--- src/rtl/serial_add_sub.sv ---
// Bit-serial adder/subtractor: one full-adder cell, LSB first, WIDTH cycles per operation.
// Result and flags are registered together on completion; start is ignored while busy.
module serial_add_sub #(
    parameter int WIDTH = 8
) (
    input  logic             clk,
    input  logic             reset,
    input  logic             start,
    input  logic             mode,
    input  logic [WIDTH-1:0] a,
    input  logic [WIDTH-1:0] b,
    output logic             busy,
    output logic             done,
    output logic [WIDTH-1:0] sum,
    output logic             carryOut,
    output logic             overflow,
    output logic             zero
);
    localparam int CW = $clog2(WIDTH);

    typedef enum logic {IDLE, RUN} state_t;

    state_t           state_q;
    logic [WIDTH-1:0] a_q;
    logic [WIDTH-1:0] b_q;
    logic [WIDTH-1:0] res_q;
    logic [WIDTH-1:0] res_d;
    logic [CW-1:0]    cnt_q;
    logic             carry_q;
    logic             carry_d;
    logic             bit_s;
    logic             last;
    logic             done_q;
    logic [WIDTH-1:0] sum_q;
    logic             cout_q;
    logic             ovf_q;
    logic             zero_q;

    // b_q holds the already-conditioned operand (~b for subtract), so the cell is a plain adder.
    assign bit_s   = a_q[0] ^ b_q[0] ^ carry_q;
    assign carry_d = (a_q[0] & b_q[0]) | (carry_q & (a_q[0] ^ b_q[0]));
    assign res_d   = {bit_s, res_q[WIDTH-1:1]};
    assign last    = (cnt_q == CW'(WIDTH - 1));

    always_ff @(posedge clk or posedge reset) begin
        if (reset) begin
            state_q <= IDLE;
            a_q     <= '0;
            b_q     <= '0;
            res_q   <= '0;
            cnt_q   <= '0;
            carry_q <= 1'b0;
            done_q  <= 1'b0;
            sum_q   <= '0;
            cout_q  <= 1'b0;
            ovf_q   <= 1'b0;
            zero_q  <= 1'b1;
        end else begin
            done_q <= 1'b0;
            case (state_q)
                IDLE: begin
                    if (start) begin
                        a_q     <= a;
                        b_q     <= mode ? ~b : b;
                        carry_q <= mode;
                        res_q   <= '0;
                        cnt_q   <= '0;
                        state_q <= RUN;
                    end
                end
                RUN: begin
                    a_q     <= a_q >> 1;
                    b_q     <= b_q >> 1;
                    carry_q <= carry_d;
                    res_q   <= res_d;
                    cnt_q   <= cnt_q + CW'(1);
                    if (last) begin
                        // carry_q is the carry into the MSB here, carry_d the carry out of it.
                        state_q <= IDLE;
                        done_q  <= 1'b1;
                        sum_q   <= res_d;
                        cout_q  <= carry_d;
                        ovf_q   <= carry_q ^ carry_d;
                        zero_q  <= (res_d == '0);
                    end
                end
                default: state_q <= IDLE;
            endcase
        end
    end

    assign busy     = (state_q == RUN);
    assign done     = done_q;
    assign sum      = sum_q;
    assign carryOut = cout_q;
    assign overflow = ovf_q;
    assign zero     = zero_q;

endmodule

--- config.mk ---
export PLATFORM = sky130hd
export DESIGN_NAME = serial_add_sub
export DESIGN_NICKNAME = d
export VERILOG_FILES = /design/src/rtl/serial_add_sub.sv
export SDC_FILE = /design/constraint.sdc
export NUM_CORES = 1
export LEC_CHECK = 0
export ABC_AREA = 1
export CAP_MARGIN = 10
export CORE_ASPECT_RATIO = 0.9
export CORE_UTILIZATION = 35
export DETAILED_ROUTE_END_ITERATION = 16
export GPL_ROUTABILITY_DRIVEN = 0
export PLACE_DENSITY = 0.69
export SLEW_MARGIN = 20
export SYNTH_ARGS = -nofsm -noshare
export SYNTH_HDL_FRONTEND = slang
export SYNTH_SLANG_ARGS = --single-unit
--- constraint.sdc ---
create_clock -name clk -period 3.8 [get_ports clk]
set_input_delay 0.38 -clock clk [delete_from_list [all_inputs] [get_ports clk]]
set_output_delay 0.38 -clock clk [all_outputs]
set_load 0.02 [all_outputs]
== Yosys cells after proc, flatten, opt, wreduce, memory -nomap -nowiden ==
Cells that the tools add are included.
Cells by class
  add/sub/neg operators: 1
  equality and inequality tests: 2
  multiplexer cells: 16
  bitwise gates (word level): 8
  reduce and logical (&&, ||, !) cells: 2
Operators by type and width (count)
  $pmux W8 S2: 3
  $mux W8: 4
  $logic_not A8 Y1: 1
  $not A8 Y8: 1
  $pmux W3 S2: 1
  $mux W1: 5
  $pmux W1 S2: 2
  $add A3 B1 Y3 const B: 1
  $eq A3 B3 Y1 const B: 1
  $mux W3: 1
  $xor A1 B1 Y1: 3
  $and A1 B1 Y1: 2
  $ne A2 B2 Y1 const B: 1
  $reduce_and A2 Y1: 1
  $not A1 Y1: 1
  $or A1 B1 Y1: 1
Word-level totals
  flip-flop bits (word level): 41
  input port bits: 20
  output and inout port bits: 13

== Logic depth before layout (Yosys ltp) ==
Gate-level depths: netlist (run 1).
  depth in word-level cells: 4
  gate-level depth with buffers: 7
  gate-level depth less buffers: 6

== Worst setup path after synthesis (run 1) ==
Ideal clock, no wire load.
  path kind: reg-to-reg
  start point: register a_q[0]
  end point: register zero_q, in the netlist zero
  library setup time: 0.060 ns
  arrival: 1.164 ns
  required time: 3.740 ns
  path slack: 2.576 ns
  cell stages (with the launch flop): 7
  path buffers: 0
  clock period less this slack: 1.224 ns
  cell sequence: dfrtp_1 > fa_1 > inv_1 > nand2_1 > nor2_1 > nand3_1 > nand2_1
Between the ends
  longest elaborated chain between the ends: 3
RTL lines
  from (decl): RTL line 24  | logic [WIDTH-1:0] a_q;
  from (signal assigned): RTL line 72  | a_q <= a_q >> 1;
  $xor A1 B1 Y1 (2 in a row): RTL line 40  | assign bit_s = a_q[0] ^ b_q[0] ^ carry_q;
  named net bit_s: RTL line 31  | logic bit_s;
  $logic_not A8 Y1: RTL line 84  | zero_q <= (res_d == '0);
  to (signal assigned): RTL line 84
  to (decl): RTL line 37  | logic zero_q;
The timed path passes the listed nets, and every way through them passes these cells.
A chain may end at the register's enable or synchronous reset.

== Final worst setup path (run 1) ==
  start point: register state_q, in the netlist busy
  end point: output port busy
RTL lines
  from (decl): RTL line 23  | state_t state_q;
  from (signal assigned): RTL line 47  | state_q <= IDLE;
  from (signal assigned): RTL line 68  | state_q <= RUN;
  from (signal assigned): RTL line 79  | state_q <= IDLE;
  to (decl): RTL line 12  | output logic busy,
No word-level cell between the ends.

==> metrics.txt, run 1 <==
number of routed nets with antenna violations=0; placed inst area=2070 sq um; Worst path max stage delay=0.78 ns; Synth Area in Simple Gates=17.2%; Core ar.=4580 sq um; vias in the first global route=1219; Worst-Margin Slew=0.679 ns; CP Capture Type=output port; adder-cell share of the synthesized area=2.65%; routed len/inst=11.1 um; Arr. time, crit path=1.80 ns; Slowest cell on crit path=dfrtp_1; antenna cells=0; Compound-Gate Fraction of Synth Area=11.8%; final-stage net count=235; Worst-Skew Late Latency=0.29 ns; total setup buffers inserted after CTS=0; main combinational cell family by area after synthesis=simple AND/OR/NAND/NOR gates; vias per cell=4.55; Final Max Tran Viols=0; routed wl met2=1510 um; relative slew slack=54.8%; Hold WC Path Type=reg -> reg; Hold Path Origin=zero$_DFFE_PP1P_; RSZ-0062 raised after global routing=false; syn_nets=around 200; Setup crit start kind=register; Clock Tree Root=clkbuf_8; DRC viols=0; largest delay contributor family on the critical path=flip-flops; Critical Path RT=3.42 ns; H-tree lvl count=2; DRT Pass-1 Iters=4; kind of critical path=reg -> out; CP max FO=21; CTS Buf Count=5; post-synthesis sequential area ratio=58.9%; Highest Clock Rate=0.458 GHz; I/O Pins=33; post-route setup TNS=0 ns; r2r startpoint=busy$_DFF_PP0_; most common cell after layout, fill and taps aside=nand2_1; Die Width=75.5 um; CTS resizes=0; Seq cells post-synth=40; Die Span Y=between 60 and 70 um; Final Hold Viols=0; clk sinks=40; share of layout cells above drive strength 1=6.57%; fillers=439; R2R Setup Slk=~2.2 ns; most frequent cells in the layout=nand2_1 (55), dfrtp_1 (39), clkdlybuf4s50_1 (32), o21ai_0 (17), inv_1 (11); fin area=roughly 2200 sq um; grt ovf=0; R2R depth=5; non-filler instance count after layout=275; CP cell instances=clkdlybuf4s50_1; WL met3=approximately 120 um; All-Layer GR Usage=14.1%; clk slew on worst S/H paths=approximately 0.080 ns; worst path buffer plus inverter count=1; initial antenna violation count=0; placed insts=around 270; outcome=finished, final reports clean; Cell Area, Synth=1700 sq um; Static Leakage=about 1.0 nW; Hold WS=about 0.47 ns; Synth warnings=0; top sig layer=met4; DIE AREA=5150 sq um; Synth cell types=19; PwrDens=739 nW/um^2; Synth Area in XOR/XNOR=4.11%; Worst Hold End=zero$_DFFE_PP1P_; PortBufs=32; MaxCap Viol Count=0; Starting Density=37.2%; Final setup viols=0; maximum clock insertion buffer count=2; period utilization=a little under three fifths; total wire length=around 3000 um; via count=about 1300; post-synthesis mux area share=0%; hold_buf cts=0; Max VDD drop=about 0.00027 V; synthesis-to-layout area growth=28.0%; TritonCTS clock tree=done; FP Rows=23; largest net degree at the start of global routing=41; worst reg2reg endpoint=a_q[6]$_DFFE_PP0P_; Clock Skew=0.00723 ns; met1 WL=1400 um; Iteration-0 DRC Markers=between 70 and 80; DP HPWL=2100 um; first-pass GRT wire length=about 5300 um; Post-Syn Instances=178; Tmin final=2.18 ns; mean post-synth cell area=9.57 sq um; hold path depth=2
-- layer usage --
layer / vias to the layer above / global-route usage (%)
met3: 4 / 3.98
li1: 641 / -
met2: 29 / 24.0
met4: 0 / 4.86
met1: 578 / 17.2
met5: - / 0
-- stage by stage --
| step | total power [mW] | util, % | worst slack, ns |
|---|---|---|---|
| after floorplan | 1.10 | - | 2.50 |
| after global placement | 1.27 | 45.3 | 1.95 |
| after detailed placement | 1.30 | 45.3 | 1.92 |
| after CTS | 1.64 | 47.6 | 1.61 |
| after global routing | 1.75 | 47.6 | 1.52 |
| final | 1.61 | 47.6 | 1.62 |
-- logic make-up after synthesis --
| logic type | after synthesis |
|---|---|
| adders and majority gates | 3 |
| xor gates and xnor gates | 8 |
| DFF | 40 |
| and+or+nand+nor | 74 |
| AOI/OAI and AO/OA | 33 |
| buffers and inverters | 20 |
-- worst max path at each step --
stage / from / endpoint / slack, ns / cells after the start
after floorplan: reset / a_q[0]$_DFFE_PP0P_ / 2.50 / 1
after global placement: busy$_DFF_PP0_ / busy / 1.95 / 1
after detailed placement: busy$_DFF_PP0_ / busy / 1.92 / 1
after CTS: busy$_DFF_PP0_ / busy / 1.61 / 1
after global routing: busy$_DFF_PP0_ / busy / 1.52 / 1
final: busy$_DFF_PP0_ / busy / 1.62 / 1
-- cell usage after synthesis (all sizes together) --
cell | n | area (sq um)
a22o | 2 | 17.5
nand3 | 8 | 40.0
o22ai | 6 | 37.5
nand2 | 57 | 219
buf | 7 | 43.8
ha | 2 | 25.0
o211ai | 1 | 7.51
inv | 13 | 48.8
dfrtp | 39 | 976
a21boi | 7 | 52.6
xnor2 | 8 | 70.1
fa | 1 | 20.0
nor2 | 9 | 33.8
o21ai | 17 | 85.1
dfstp | 1 | 26.3
-- layout make-up --
cell class	count	area (sq um)	area share, %
Timing Repair Buffer	34	335	15.4
Clock inverter	2	35.0	1.61
Multi-Input combinational cell	118	608	27.9
Tap cell	62	77.6	3.56
Clock buffer	6	72.6	3.33
Sequential cell	40	1000	46.0
Inverter	13	48.8	2.24
-- flip-flops by register name, summed over array words and instances, names as in the netlist --
register	cells
a_q	8
carryOut	1
res_q	7
done	1
b_q	8
sum	8
zero	1
overflow	1
cnt_q	3
busy	1
carry_q	1
-- report_power, final --
part	internal (mW)	switching, mW	leakage, nW
Combinational	0.260	0.311	0.442
Sequential	0.594	0.111	0.519
Clock	0.195	0.141	0.0552
Total	1.05	0.562	1.02
Note: power is estimated with default switching activity, not from simulation.
==> inputs of run 2 (changes only) <==
Clock period 3.8 ns to 2.1 ns, I/O delays scaled along.
==> run 2 against run 1 <==
Effect of this change:
- sequential share of layout area grew 0.16 points
- sequential power increased by 77%
- final area fell by 0.34%
- combinational power is 94% higher
- critical path depth unchanged
- clock power is 44% higher
- die area did not move
- critical endpoint unchanged
- largest power group unchanged
==> metrics.txt, run 2 (synthesis gave the netlist of run 1 again) <==
Worst-Margin Slew=0.498 ns (-0.181 ns); FP Rows=23 (unchanged); PortBufs=32 (unchanged); largest delay contributor family on the critical path=buffers and inverters; synthesis-to-layout area growth=27.6%; TritonCTS clock tree=done; DP HPWL=2260 um (+7.3%); Clock Skew=0.00731 ns (+0.0000765 ns); Core ar.=4580 sq um (unchanged); DRC viols=0 (unchanged); CP max FO=9 (-57%); Hold WS=0.341 ns (-0.126 ns); PwrDens=1310 nW/um^2 (+77%); MaxCap Viol Count=0 (unchanged); first-pass GRT wire length=5510 um (+4.6%); H-tree lvl count=2 (unchanged); Max VDD drop=0.000422 V (+57%); Iteration-0 DRC Markers=35 (-51%); post-route setup TNS=0 ns (unchanged); kind of critical path=reg -> out; relative slew slack=66.8% (+12 points); Static Leakage=1.02 nW (about the same); Critical Path RT=1.89 ns (-1.53 ns); clk slew on worst S/H paths=0.08 ns (about the same); Setup crit start kind=register; Final Hold Viols=0 (unchanged); Critical path origin=busy$_DFF_PP0_; Arr. time, crit path=1.50 ns (-0.30 ns); hold_buf cts=0 (unchanged); Slowest cell on crit path=clkdlybuf4s50_1; All-Layer GR Usage=14.7% (+0.60 points); Tmin final=1.71 ns; largest net degree at the start of global routing=41 (unchanged); Die Span Y=68.2 um (unchanged); I/O Pins=33 (unchanged); Final Max Tran Viols=0 (unchanged); end of the critical path=busy; most frequent cells in the layout=nand2_1 (55), dfrtp_1 (39), clkdlybuf4s50_1 (32), o21ai_0 (17), inv_1 (11); antenna cells=0 (unchanged); period utilization=81.3%; CTS resizes=0 (unchanged); clk sinks=40 (unchanged); initial antenna violation count=0 (unchanged); CP cell instances=clkdlybuf4s50_1; Hold WC Path Type=in -> async; Highest Clock Rate=0.586 GHz; via count=1268 (+1.3%); Starting Density=37.2% (unchanged); DIE AREA=5150 sq um (unchanged); R2R Setup Slk=0.66 ns (-1.52 ns); Worst-Skew Late Latency=0.29 ns (about the same); Die Width=75.5 um (unchanged); number of routed nets with antenna violations=0 (unchanged); total setup buffers inserted after CTS=0 (unchanged); DRT Pass-1 Iters=4 (unchanged); vias in the first global route=1255 (+3.0%); final-stage net count=238 (+1.3%); total wire length=3240 um (+5.9%); routed len/inst=11.7 um (+5.2%); CP Capture Type=output port; most common cell after layout, fill and taps aside=nand2_1; r2r startpoint=cnt_q[0]$_DFFE_PP0P_; maximum clock insertion buffer count=2 (unchanged); Worst path max stage delay=0.67 ns (-0.11 ns); share of layout cells above drive strength 1=7.44% (+0.87 points); Clock Tree Root=clkbuf_8; grt ovf=0 (unchanged); WP depth=1 (unchanged); worst path buffer plus inverter count=1 (unchanged); outcome=finished, final reports clean; Final setup viols=0 (unchanged); CTS Buf Count=5 (unchanged); RSZ-0062 raised after global routing=false; R2R depth=6 (+1); worst reg2reg endpoint=sum[0]$_DFFE_PP0P_; vias per cell=4.58 (+0.55%)
[run 2: cell count changes in the layout (fill, tap and decap cells not counted)]
cell       previous run  this run
buf_4                 2         5
bufinv_16             1         0
[run 2: layout make-up]
| type | count | area [sq um] |
|---|---|---|
| Inverter | 13 | 48.8 |
| Clock buffer | 6 | 72.6 |
| Sequential cell | 40 | 1000 |
| Fill cell | 455 | 2400 |
| Tap cell | 62 | 77.6 |
| Multi-Input combinational cell | 118 | 608 |
| Timing Repair Buffer | 37 | 358 |
| Clock inverter | 1 | 5.00 |
[run 2: metrics by stage]
| stage | instance area (sq um) | setup slack (ns) | utilization (%) | power, mW | std cells |
|---|---|---|---|---|---|
| after floorplan | 1700 | 0.876 | - | 1.99 | 178 |
| after global routing | 2170 | 0.334 | 47.5 | 3.09 | 277 |
| final | 2170 | 0.394 | 47.5 | 2.84 | 277 |
| after global placement | 2090 | 0.697 | 45.8 | 2.34 | 270 |
| after detailed placement | 2090 | 0.678 | 45.8 | 2.39 | 270 |
| after CTS | 2170 | 0.369 | 47.5 | 2.88 | 277 |
[run 2: power by group]
group / total [mW] / switching, mW / internal (mW) / leakage (nW)
clock: 0.483 / 0.257 / 0.226 / 0.0410
sequential: 1.25 / 0.177 / 1.08 / 0.519
combinational: 1.11 / 0.606 / 0.501 / 0.456
[run 2: worst min-delay path by stage]
stage                            to  slack [ns]  depth (start not counted)
6_report         sum[5]$_DFFE_PP0P_        0.34                          3
5_1_grt        res_q[4]$_DFFE_PP0P_        0.43                          3
3_3_place_gp       zero$_DFFE_PP1P_        0.46                          2
2_1_floorplan    a_q[7]$_DFFE_PP0P_        0.32                          2
3_5_place_dp       zero$_DFFE_PP1P_        0.46                          2
4_1_cts          sum[5]$_DFFE_PP0P_        0.37                          3
[run 2: metal layers]
metal	track usage, %	routed length [um]	part of all wire [%]
met3	4.42	140	4.3
met5	0	0	0
met2	23.9	1500	46
met1	17.6	1540	47
met4	7.87	64	2.0
==> inputs of run 3 (changes only) <==
Settings changed: PLACE_DENSITY 0.69 to 0.71.
Clock period 2.1 ns to 1.5 ns, I/O delays scaled along.
==> run 3 against run 2 <==
Effect of this change:
- first-iteration DRC count is 20% lower
- critical path depth stayed put
- clock skew is 0.00059 ns lower
- final area is 2.8% higher
- combinational power is 44% higher
- cell count is 1.1% higher
- wire length is 2.1% lower
==> metrics.txt, run 3 (synthesis gave the netlist of run 1 again) <==
period utilization=94.0%; worst path buffer plus inverter count=1 (unchanged); final-stage net count=240 (+0.84%); RSZ-0062 raised after global routing=false; Max VDD drop=0.000619 V (+47%); initial antenna violation count=0 (unchanged); grt met1 use=16.2% (-1.3 points); TritonCTS clock tree=done; Die Span Y=68.2 um (unchanged); vias in the first global route=1282 (+2.2%); CP Capture Type=output port; Final Hold Viols=0 (unchanged); MaxCap Viol Count=0 (unchanged); share of layout cells above drive strength 1=8.72% (+1.3 points); Worst-Margin Slew=0.339 ns (-0.159 ns); number of routed nets with antenna violations=0 (unchanged); CTS Buf Count=5 (unchanged); synthesis-to-layout area growth=31.1%; most frequent cells in the layout=nand2_1 (55), dfrtp_1 (39), clkdlybuf4s50_1 (30), o21ai_0 (17), inv_1 (11); Starting Density=37.2% (unchanged); PortBufs=32 (unchanged); Static Leakage=1.05 nW (+3.3%); All-Layer GR Usage=14.8% (+0.12 points); DIE AREA=5150 sq um (unchanged); antenna cells=0 (unchanged); Final setup viols=0 (unchanged); maximum clock insertion buffer count=2 (unchanged); DRT Pass-1 Iters=4 (unchanged); largest delay contributor family on the critical path=buffers and inverters; Critical path origin=sum[7]$_DFFE_PP0P_; relative slew slack=77.4% (+11 points); Clock Tree Root=clkbuf_8; FP Rows=23 (unchanged); PwrDens=1840 nW/um^2 (+40%); Arr. time, crit path=1.26 ns (-0.24 ns); busiest grt layer=met2; Slowest cell on crit path=clkdlybuf4s50_1; GR Util met3=5.74% (+1.3 points); Hold WS=0.116 ns (-0.225 ns); total setup buffers inserted after CTS=0 (unchanged); Clock Skew=0.00672 ns (-0.000590 ns); Tmin final=1.41 ns; CP cell instances=clkdlybuf4s50_1; I/O Pins=33 (unchanged); Final Util=48.8% (+1.3 points); Worst-Skew Late Latency=0.29 ns (about the same); Setup crit start kind=register; kind of critical path=reg -> out; clk sinks=40 (unchanged); Highest Clock Rate=0.709 GHz; DRC viols=0 (unchanged); met2 usage=26.3% (+2.5 points); Worst path max stage delay=0.61 ns (-0.06 ns); hold_buf cts=0 (unchanged); post-route setup TNS=0 ns (unchanged); clk slew on worst S/H paths=0.07 ns (about the same); Die Width=75.5 um (unchanged); total wire length=3170 um (-2.1%); CP max FO=2 (-7); outcome=finished, final reports clean; DP HPWL=2290 um (+1.3%); Iteration-0 DRC Markers=28 (-20%); grt ovf=0 (unchanged); H-tree lvl count=2 (unchanged); Core ar.=4580 sq um (unchanged); r2r startpoint=a_q[0]$_DFFE_PP0P_; vias per cell=4.60 (+0.49%); Critical Path RT=1.35 ns (-0.54 ns); first-pass GRT wire length=5470 um (-0.76%); routed len/inst=11.3 um (-3.1%); largest net degree at the start of global routing=34 (-17%); via count=1288 (+1.6%); fillers=475 (+4.4%); Final Max Tran Viols=0 (unchanged); most common cell after layout, fill and taps aside=nand2_1; Hold WC Path Type=in -> async
run 3: cell count changes in the layout (fill, tap and decap cells not counted), sizes merged:
cell	delta
clkinv	-1
buf	+2
clkbuf	+2
dlygate4sd2	+2
clkdlybuf4s50	-2
run 3: per-layer routing:
layer | routed length [um] | vias up
met2 | 1570 | 28
met5 | 0 | -
met4 | 41 | 0
li1 | - | 649
met3 | 151 | 5
met1 | 1410 | 606
run 3: worst paths after layout:
path / endpoint / slack [ns] / cells past startpoint
min reg2reg: zero$_DFFE_PP1P_ / 0.47 / 2
max: sum[7] / 0.09 / 1
min in group clk: a_q[7]$_DFFE_PP0P_ / 0.38 / 3
max reg2reg: zero$_DFFE_PP1P_ / 0.18 / 6
max in group asynchronous: carryOut$_DFFE_PP0P_ / 0.90 / 3
min: sum[5]$_DFFE_PP0P_ / 0.12 / 2
run 3: area by class of cell:
type / count / area, sq um / area share [%]
Sequential cell: 40 / 1000 / 44.9
Multi-Input combinational cell: 118 / 608 / 27.2
Timing Repair Buffer: 39 / 395 / 17.7
Clock buffer: 8 / 100 / 4.48
Tap cell: 62 / 77.6 / 3.48
Inverter: 13 / 48.8 / 2.19
run 3: metrics by stage:
| stage | setup slack, ns | cell area [sq um] | std cells | power [mW] |
|---|---|---|---|---|
| global route | 0.0255 | 2230 | 280 | 4.44 |
| finish | 0.0903 | 2230 | 280 | 4.10 |
| global placement | 0.186 | 2130 | 272 | 3.34 |
| CTS | 0.0774 | 2230 | 280 | 4.16 |
| floorplan | 0.276 | 1700 | 178 | 2.78 |
| detailed placement | 0.169 | 2130 | 272 | 3.40 |
run 3: worst register-to-register path, delay by kind of cell (launching register included):
kind / cells / cell delay, ns
fa+ha+maj: 1 / 0.47
buf+inv: 1 / 0.10
flops: 1 / 0.41
simple gates: 4 / 0.28
run 3: timing repair:
action	CTS	global route
endpoints found under the setup margin	2	0
gates resized for setup	2	0
endpoints found under the hold margin	0	0
run 3: power breakdown:
part | total [mW] | internal, mW | switching [mW]
registers | 1.73 | 1.51 | 0.220
clock network | 0.771 | 0.419 | 0.352
logic | 1.60 | 0.724 | 0.872
